$ cat config.mk
export PLATFORM = sky130hd
export DESIGN_NAME = mem_1r1w_masked_ctrl
export DESIGN_NICKNAME = d
export VERILOG_FILES = /design/src/rtl/mem_1r1w_masked_ctrl.sv
export SDC_FILE = /design/constraint.sdc
export NUM_CORES = 1
export LEC_CHECK = 0
export CORE_AREA = 2 2 172 174
export DETAILED_ROUTE_END_ITERATION = 16
export DIE_AREA = 0 0 174 176
export GPL_TIMING_DRIVEN = 0
export PLACE_DENSITY = 0.51
export REMOVE_ABC_BUFFERS = 1
export SLEW_MARGIN = 20
export SYNTH_ARGS = -nofsm -noshare
export SYNTH_HDL_FRONTEND = slang
export SYNTH_SLANG_ARGS = --single-unit
$ cat constraint.sdc
create_clock -name clock -period 5.2 [get_ports clock]
set_clock_uncertainty 0.15 [all_clocks]
set_input_delay 1.04 -clock clock [delete_from_list [all_inputs] [get_ports clock]]
set_output_delay 1.04 -clock clock [all_outputs]
set_load 0.005 [all_outputs]
$ cat src/rtl/mem_1r1w_masked_ctrl.sv
// Sequencer/arbiter for a 1R1W byte-masked memory macro: zero-fills after reset, then
// round-robins two requesters independently on the read and write ports.
module mem_1r1w_masked_ctrl #(
  parameter int DEPTH = 48,
  parameter int AW    = 6,
  parameter int DW    = 64,
  parameter int MW    = 8
) (
  input  logic          clock,
  input  logic          reset_n,
  input  logic          req0_valid,
  output logic          req0_ready,
  input  logic          req0_write,
  input  logic [AW-1:0] req0_addr,
  input  logic [DW-1:0] req0_wdata,
  input  logic [MW-1:0] req0_wmask,
  input  logic          req1_valid,
  output logic          req1_ready,
  input  logic          req1_write,
  input  logic [AW-1:0] req1_addr,
  input  logic [DW-1:0] req1_wdata,
  input  logic [MW-1:0] req1_wmask,
  output logic          rsp0_valid,
  output logic [DW-1:0] rsp0_data,
  output logic          rsp0_err,
  output logic          rsp1_valid,
  output logic [DW-1:0] rsp1_data,
  output logic          rsp1_err,
  output logic          init_busy,
  output logic [AW-1:0] R0_addr,
  output logic          R0_en,
  input  logic [DW-1:0] R0_data,
  output logic [AW-1:0] W0_addr,
  output logic          W0_en,
  output logic [DW-1:0] W0_data,
  output logic [MW-1:0] W0_mask
);

  localparam logic [0:0]    ST_INIT = 1'b0;
  localparam logic [0:0]    ST_RUN  = 1'b1;
  localparam logic [AW:0]   DEPTH_L = (AW+1)'(DEPTH);
  localparam logic [AW-1:0] LAST    = AW'(DEPTH - 1);

  logic [0:0]    state_q, state_d;
  logic [AW-1:0] cnt_q, cnt_d;
  logic          wr_ptr_q, wr_ptr_d, rd_ptr_q, rd_ptr_d;
  logic          rsp_v_q, rsp_v_d, rsp_id_q, rsp_id_d, rsp_err_q, rsp_err_d;
  logic [MW-1:0] fwd_mask_q, fwd_mask_d;
  logic [DW-1:0] fwd_data_q, fwd_data_d;

  logic          run;
  logic          wr_c0, wr_c1, rd_c0, rd_c1;
  logic          wr_any, rd_any, wr_gnt, rd_gnt;
  logic [AW-1:0] wr_addr, rd_addr;
  logic [DW-1:0] wr_data, merged, rsp_data;
  logic [MW-1:0] wr_mask;
  logic          wr_inr, rd_inr, wr_fire, rd_fire;

  assign run    = (state_q == ST_RUN);
  assign wr_c0  = run & req0_valid & req0_write;
  assign wr_c1  = run & req1_valid & req1_write;
  assign rd_c0  = run & req0_valid & ~req0_write;
  assign rd_c1  = run & req1_valid & ~req1_write;
  assign wr_any = wr_c0 | wr_c1;
  assign rd_any = rd_c0 | rd_c1;
  // With both contending the pointer picks; otherwise the sole contender (req1 iff only it).
  assign wr_gnt = (wr_c0 & wr_c1) ? wr_ptr_q : wr_c1;
  assign rd_gnt = (rd_c0 & rd_c1) ? rd_ptr_q : rd_c1;

  assign req0_ready = (wr_any & ~wr_gnt) | (rd_any & ~rd_gnt);
  assign req1_ready = (wr_any &  wr_gnt) | (rd_any &  rd_gnt);

  assign wr_addr = wr_gnt ? req1_addr  : req0_addr;
  assign wr_data = wr_gnt ? req1_wdata : req0_wdata;
  assign wr_mask = wr_gnt ? req1_wmask : req0_wmask;
  assign rd_addr = rd_gnt ? req1_addr  : req0_addr;
  assign wr_inr  = ({1'b0, wr_addr} < DEPTH_L);
  assign rd_inr  = ({1'b0, rd_addr} < DEPTH_L);
  assign wr_fire = wr_any & wr_inr;
  assign rd_fire = rd_any & rd_inr;

  assign init_busy = ~run;
  assign R0_en     = rd_fire;
  assign R0_addr   = rd_addr;

  // Zero-fill write is gated by reset_n so the macro sees no write while reset is held.
  always_comb begin
    W0_en   = wr_fire;
    W0_addr = wr_addr;
    W0_data = wr_data;
    W0_mask = wr_mask;
    if (!run) begin
      W0_en   = reset_n;
      W0_addr = cnt_q;
      W0_data = '0;
      W0_mask = '1;
    end
  end

  always_comb begin
    state_d    = state_q;
    cnt_d      = cnt_q;
    wr_ptr_d   = wr_ptr_q;
    rd_ptr_d   = rd_ptr_q;
    rsp_v_d    = rd_any;
    rsp_id_d   = rd_gnt;
    rsp_err_d  = rd_any & ~rd_inr;
    fwd_mask_d = (rd_fire && wr_fire && (rd_addr == wr_addr)) ? wr_mask : '0;
    fwd_data_d = wr_data;
    if (!run) begin
      cnt_d = cnt_q + 1'b1;
      if (cnt_q == LAST) begin
        state_d = ST_RUN;
        cnt_d   = '0;
      end
    end
    if (wr_any) wr_ptr_d = ~wr_gnt;
    if (rd_any) rd_ptr_d = ~rd_gnt;
  end

  always_comb begin
    merged = '0;
    for (int unsigned i = 0; i < MW; i++) begin
      merged[8*i +: 8] = fwd_mask_q[i] ? fwd_data_q[8*i +: 8] : R0_data[8*i +: 8];
    end
    rsp_data = (rsp_v_q && !rsp_err_q) ? merged : '0;
  end

  assign rsp0_valid = rsp_v_q & ~rsp_id_q;
  assign rsp1_valid = rsp_v_q &  rsp_id_q;
  assign rsp0_err   = rsp0_valid & rsp_err_q;
  assign rsp1_err   = rsp1_valid & rsp_err_q;
  assign rsp0_data  = rsp_id_q ? '0 : rsp_data;
  assign rsp1_data  = rsp_id_q ? rsp_data : '0;

  always_ff @(posedge clock or negedge reset_n) begin
    if (!reset_n) begin
      state_q    <= ST_INIT;
      cnt_q      <= '0;
      wr_ptr_q   <= 1'b0;
      rd_ptr_q   <= 1'b0;
      rsp_v_q    <= 1'b0;
      rsp_id_q   <= 1'b0;
      rsp_err_q  <= 1'b0;
      fwd_mask_q <= '0;
      fwd_data_q <= '0;
    end else begin
      state_q    <= state_d;
      cnt_q      <= cnt_d;
      wr_ptr_q   <= wr_ptr_d;
      rd_ptr_q   <= rd_ptr_d;
      rsp_v_q    <= rsp_v_d;
      rsp_id_q   <= rsp_id_d;
      rsp_err_q  <= rsp_err_d;
      fwd_mask_q <= fwd_mask_d;
      fwd_data_q <= fwd_data_d;
    end
  end

endmodule

# Word level (Yosys, flattened, before mapping)
# Cells that the tools add are included.
# totals
input_bits	226
register_bits	84
output_inout_bits	221
elab_cells	73
# classes
eq_ne	2
order_cmp	2
bitwise	30
n_addsub	1
mux	25
reduce_logical	4
# ops
operator	count
64-bit 2-to-1 mux	5
8-bit 2-to-1 mux	11
6-bit 2-to-1 mux	4
1-bit AND	19
6-bit less-than comparator, second input constant	2
1-bit NOT	7
6-bit by 1-bit adder with 6-bit output, second input constant	1
6-bit equality test	1
6-bit equality test, second input constant	1
1-bit 2-to-1 mux	5
1-bit OR	4
1-bit logical AND	3
1-bit logical NOT	1

# Depth between registers and ports, before layout
# logic_depth
ltp_word	10
ltp_mapped	7
depth_no_buf	5

# Worst setup path before layout
# Ideal clock, no wire load.
# synth_path
kind	input port to output port
start	input req0_write
end	output W0_data[61]
n_path_buf	1
arrival_ns	2.112
setup_slack_ns	1.898
stages	5
required_time_ns	4.010
path_cell_list	nand2_1 o21ai_4 buf_6 mux2_2 and2_1
# synth_between
elab_chain_cells	5
# synth_rtl
item	line_no	text
start, declared	13	input logic req0_write,
1-bit AND	60	assign wr_c0 = run & req0_valid & req0_write;
1-bit AND	67	assign wr_gnt = (wr_c0 & wr_c1) ? wr_ptr_q : wr_c1;
1-bit 2-to-1 mux	67	
64-bit 2-to-1 mux	74	assign wr_data = wr_gnt ? req1_wdata : req0_wdata;
named net fwd_data_d[61]	49	logic [DW-1:0] fwd_data_q, fwd_data_d;
64-bit 2-to-1 mux	92	if (!run) begin
end, declared	35	output logic [DW-1:0] W0_data,
# The timed path passes the listed nets, and every way through them passes these cells.

# Final worst setup path
# layout_path
start	input req0_write
end	output W0_data[34]
# The elaborated chain is that of the path after synthesis.

==> results summary <==
The post-synthesis share of cell area spent on xor and xnor gates came out at approximately 1.2%. After detailed routing, the number of remaining DRC violations is 0. The flip-flop and latch area came out at between 2000 and 2500 sq um. The worst hold path startpoint is rd_ptr_q. The total global routing overflow came out at 0.

The average cell area after synthesis is approximately 9.4 sq um. The max capacitance violation total came out at 0. The via density per instance came out at just over 4. The final cell utilization of the core is a little under two fifths.

The number of antenna violations at the first check in global routing came out at 1. The total setup violations reported at the end of the flow is 0. The critical path ends at W0_data[34]. The portion of the clock cycle consumed by the worst path in the final layout is between 90% and 100%. The worst setup path is launched from an input port. The time the final worst path needs with I/O delays and setup came out at 4.92 ns.

Counting flops and latches in the post-synthesis netlist gives 84. In this run the cell area of the synthesized design comes to roughly 5300 sq um. The met3 track demand over resource in global routing came out at 4.67%. The share of flip-flops with an asynchronous set or reset is 100%.

The total count of hold-check failures in the final report came to 0. Ranked by instance count, the synthesized netlist is headed by sky130_fd_sc_hd__nor2_1, sky130_fd_sc_hd__dfrtp_1, sky130_fd_sc_hd__mux2i_1. The cell type contributing the most total cell area after synthesis is sky130_fd_sc_hd__dfrtp_1. Prior to clock tree synthesis, the placed netlist has a worst setup slack of between 0.2 and 0.25 ns. In this run the tightest slew margin relative to its limit is 50.5%.

The share of final-layout standard cells stronger than drive strength 1 came out at approximately a tenth. The routability congestion estimate came out at approximately 0.8. The number of clock buffers added by TritonCTS is 9. The via count of the first global-routing pass came out at about 6,200. The first-pass detailed-route iteration total is 4. The pin slew with the least headroom to its limit came out at 0.743 ns. The global-route met1 utilization is between 10% and 20%. The CTS H-tree depth is 3. The run finished with clean final reports. The most critical setup path has its startpoint at req0_write.

The analysis attributes to cell leakage a power of between 4 and 5 nW. The violation count after the first detailed-routing iteration is 208. The area of the multi-input gates came out at 3000 sq um.

The post-CTS clock slew at the launch and capture registers of the worst setup and hold paths came out at ~0.070 ns. Summing the areas of all fa, ha and maj instances in the mapped netlist gives 0.235% of the synthesized area. The first global-routing pass estimated 38,600 microns of wire. The number of synthesized flops with an enable pin came out at 0. The proportion of synthesized chip area in sequential cells came out at 39.5%.

The met2 usage came out at about 30%. The synthesized netlist devotes 2.63% of its cell area to compound gates. The worst ir drop on vdd came out at approximately 0.000097 V. The largest driver fanout on the critical path came out at 18.

Static timing analysis puts the maximum clock frequency at about 0.2 GHz. The die covers a little over 30,000 sq um. In this run the critical register-to-register path is launched from run. The top cell type's share of synthesized area came out at 39.5%. For this run, the leading register cell type out of synthesis is sky130_fd_sc_hd__dfrtp_1. The number of instances in the synthesized netlist came out at approximately 570. The number of placement rows came out at between 60 and 70. The worst setup path is of the input port to primary output kind.

The total length of routed wires came out at between 20,000 and 30,000 microns. The count of nets left with antenna violations after detail routing came out at 0. Measured along the y axis, the die boundary spans about 180 microns. Among all cell types in the netlist, the one instantiated most often is sky130_fd_sc_hd__nor2_1. After synthesis, the netlist uses 35 different library cells.

The worst-case setup margin in the final layout is 0.276 ns. The total of cells resized after clock tree synthesis came out at 0. Global routing used 16.6% of the available tracks across all layers. The cts-stage hold buffer count came out at 0. In this run the most used layer during global routing was met2. The setup slack of the worst register-to-register path is around 2.8 ns. The port buffer count came out at 446. The area of the core region is around 29,000 sq um. Clock tree synthesis found a total of 84 sinks.

Setup repair after global routing left no endpoint under its margin. The vias after detailed routing came out at roughly 5,700. Entering global routing, the biggest net connects 55 pins. The CTS root buffer is sky130_fd_sc_hd__clkbuf_16.

The type of the most critical hold path is flip-flop to flip-flop. The final net count came out at 1,218. Compared with the post-synthesis result, the final layout area differs by 98.7%.

The endpoint of the worst-slack reg-to-reg timing path is fwd_data_q[40]. The clock latency on the worst-skew pair is around 0.34 ns. Multiplexer cells account for approximately 30% of the synthesized area. The kind of capture point of the worst setup path is a primary output. The floorplan die width is between 150 and 200 microns. The post-detailed-placement half-perimeter wirelength is approximately 21,000 microns.

The power per cell area is approximately 190 nW/um^2. The simple-gate portion of the synthesized area came out at between 20% and 30%. The data required time at the worst endpoint is between 4 and 5 ns.

The Yosys warning count is 0. The number of ports placed on the die boundary is about 450. By area the synthesized netlist is led by sky130_fd_sc_hd__dfrtp_1, sky130_fd_sc_hd__mux2i_1, sky130_fd_sc_hd__mux2_2. The count of final max-slew check failures came out at 0. The worst-case clock buffer depth is 2. The buffers inserted during post-CTS setup optimization is 0.

The length in cells of the worst reg-to-reg path is 7. The final routed wire length divided by cell count is 18.8 microns. The number of fill cells came out at between 2,000 and 3,000. By area, the combinational part of the netlist is dominated by multiplexers. TritonCTS built the clock tree. The initial cell density of the core is 18.6%. The worst endpoint data arrival time is between 3 and 4 ns.
worst min-delay path by stage:
stage | to | cells past startpoint
floorplan | rd_ptr_q | 1
global placement | rd_ptr_q | 1
detailed placement | rd_ptr_q | 1
CTS | rd_ptr_q | 1
global route | rd_ptr_q | 1
finish | rd_ptr_q | 1
stage by stage:
step	TNS [ns]	power [mW]	cells	instance area (sq um)	hold WS, ns
6_report	0	1.98	1381	10600	0.327
4_1_cts	0	2.03	1380	10600	0.329
3_3_place_gp	-182.31	1.35	1353	10000	0.305
2_1_floorplan	0	0.903	523	5100	0.292
5_1_grt	0	2.10	1381	10600	0.355
3_5_place_dp	0	1.37	1364	10300	0.320
cell type report:
class	instances	area share, %
Inverter	4	0.142
Clock buffer	11	2.29
Multi-Input combinational cell	435	28.4
Sequential cell	84	19.9
Timing Repair Buffer	457	44.4
Tap cell	384	4.54
Antenna cell	1	0.0237
Clock inverter	5	0.355
sequential cells by signal, summed over array words and instances (netlist names):
register,count
fwd_mask_q,8
rd_ptr_q,1
wr_ptr_q,1
rsp_id_q,1
run,1
cnt_q,6
rsp_v_q,1
rsp_err_q,1
fwd_data_q,64
routing by layer:
layer	vias to the layer above	routed length (microns)
met1	2696	10800
met4	0	466
li1	2720	-
met2	267	12900
met3	19	1850
met5	-	0
critical path, stage by stage:
cell and delay (ns):
sky130_fd_sc_hd__clkdlybuf4s50_1 0.60, sky130_fd_sc_hd__nand2_1 0.15, sky130_fd_sc_hd__o21ai_4 0.18, sky130_fd_sc_hd__buf_16 0.20, sky130_fd_sc_hd__buf_16 0.18, sky130_fd_sc_hd__buf_16 0.18, sky130_fd_sc_hd__buf_8 0.17, sky130_fd_sc_hd__mux2_2 0.35
sky130_fd_sc_hd__and2_1 0.16, sky130_fd_sc_hd__clkdlybuf4s50_1 0.48
power by group:
| group | leakage [nW] | internal [mW] | total, mW | switching [mW] |
|---|---|---|---|---|
| Combinational | 3.01 | 0.417 | 0.644 | 0.227 |
| Sequential | 1.01 | 0.693 | 0.705 | 0.0119 |
| Clock | 0.132 | 0.339 | 0.629 | 0.290 |
cell families after synthesis:
logic type,Yosys count
simple gates,254
fa+ha+maj,1
xor+xnor,7
compound gates,22
flops,84
buf+inv,46
mux,151
cell usage in the layout (no fill, tap or decap), types with 2 or more instances in the layout:
cell | netlist | routed
sky130_fd_sc_hd__clkbuf_16 | 0 | 9
sky130_fd_sc_hd__buf_12 | 0 | 3
sky130_fd_sc_hd__inv_1 | 4 | 4
sky130_fd_sc_hd__xor2_1 | 5 | 5
sky130_fd_sc_hd__nand2_1 | 25 | 25
sky130_fd_sc_hd__mux2_2 | 66 | 66
sky130_fd_sc_hd__o21ai_0 | 3 | 3
sky130_fd_sc_hd__mux2_1 | 6 | 6
sky130_fd_sc_hd__clkinv_4 | 0 | 2
sky130_fd_sc_hd__nor2_1 | 143 | 143
sky130_fd_sc_hd__clkinvlp_4 | 0 | 2
sky130_fd_sc_hd__nand2b_4 | 0 | 2
sky130_fd_sc_hd__clkdlybuf4s50_1 | 0 | 445
sky130_fd_sc_hd__and3_1 | 3 | 3
sky130_fd_sc_hd__nor3_1 | 4 | 4
sky130_fd_sc_hd__xnor2_1 | 2 | 2
sky130_fd_sc_hd__nor2b_1 | 3 | 3
sky130_fd_sc_hd__dfrtp_1 | 84 | 83
sky130_fd_sc_hd__mux2i_1 | 79 | 79
sky130_fd_sc_hd__and2_1 | 67 | 67
sky130_fd_sc_hd__nand4_1 | 2 | 2
sky130_fd_sc_hd__a21oi_1 | 11 | 11
sky130_fd_sc_hd__buf_4 | 0 | 2
sky130_fd_sc_hd__a31oi_1 | 2 | 2
sky130_fd_sc_hd__buf_16 | 0 | 5
Power figures use the tool's default switching activity.
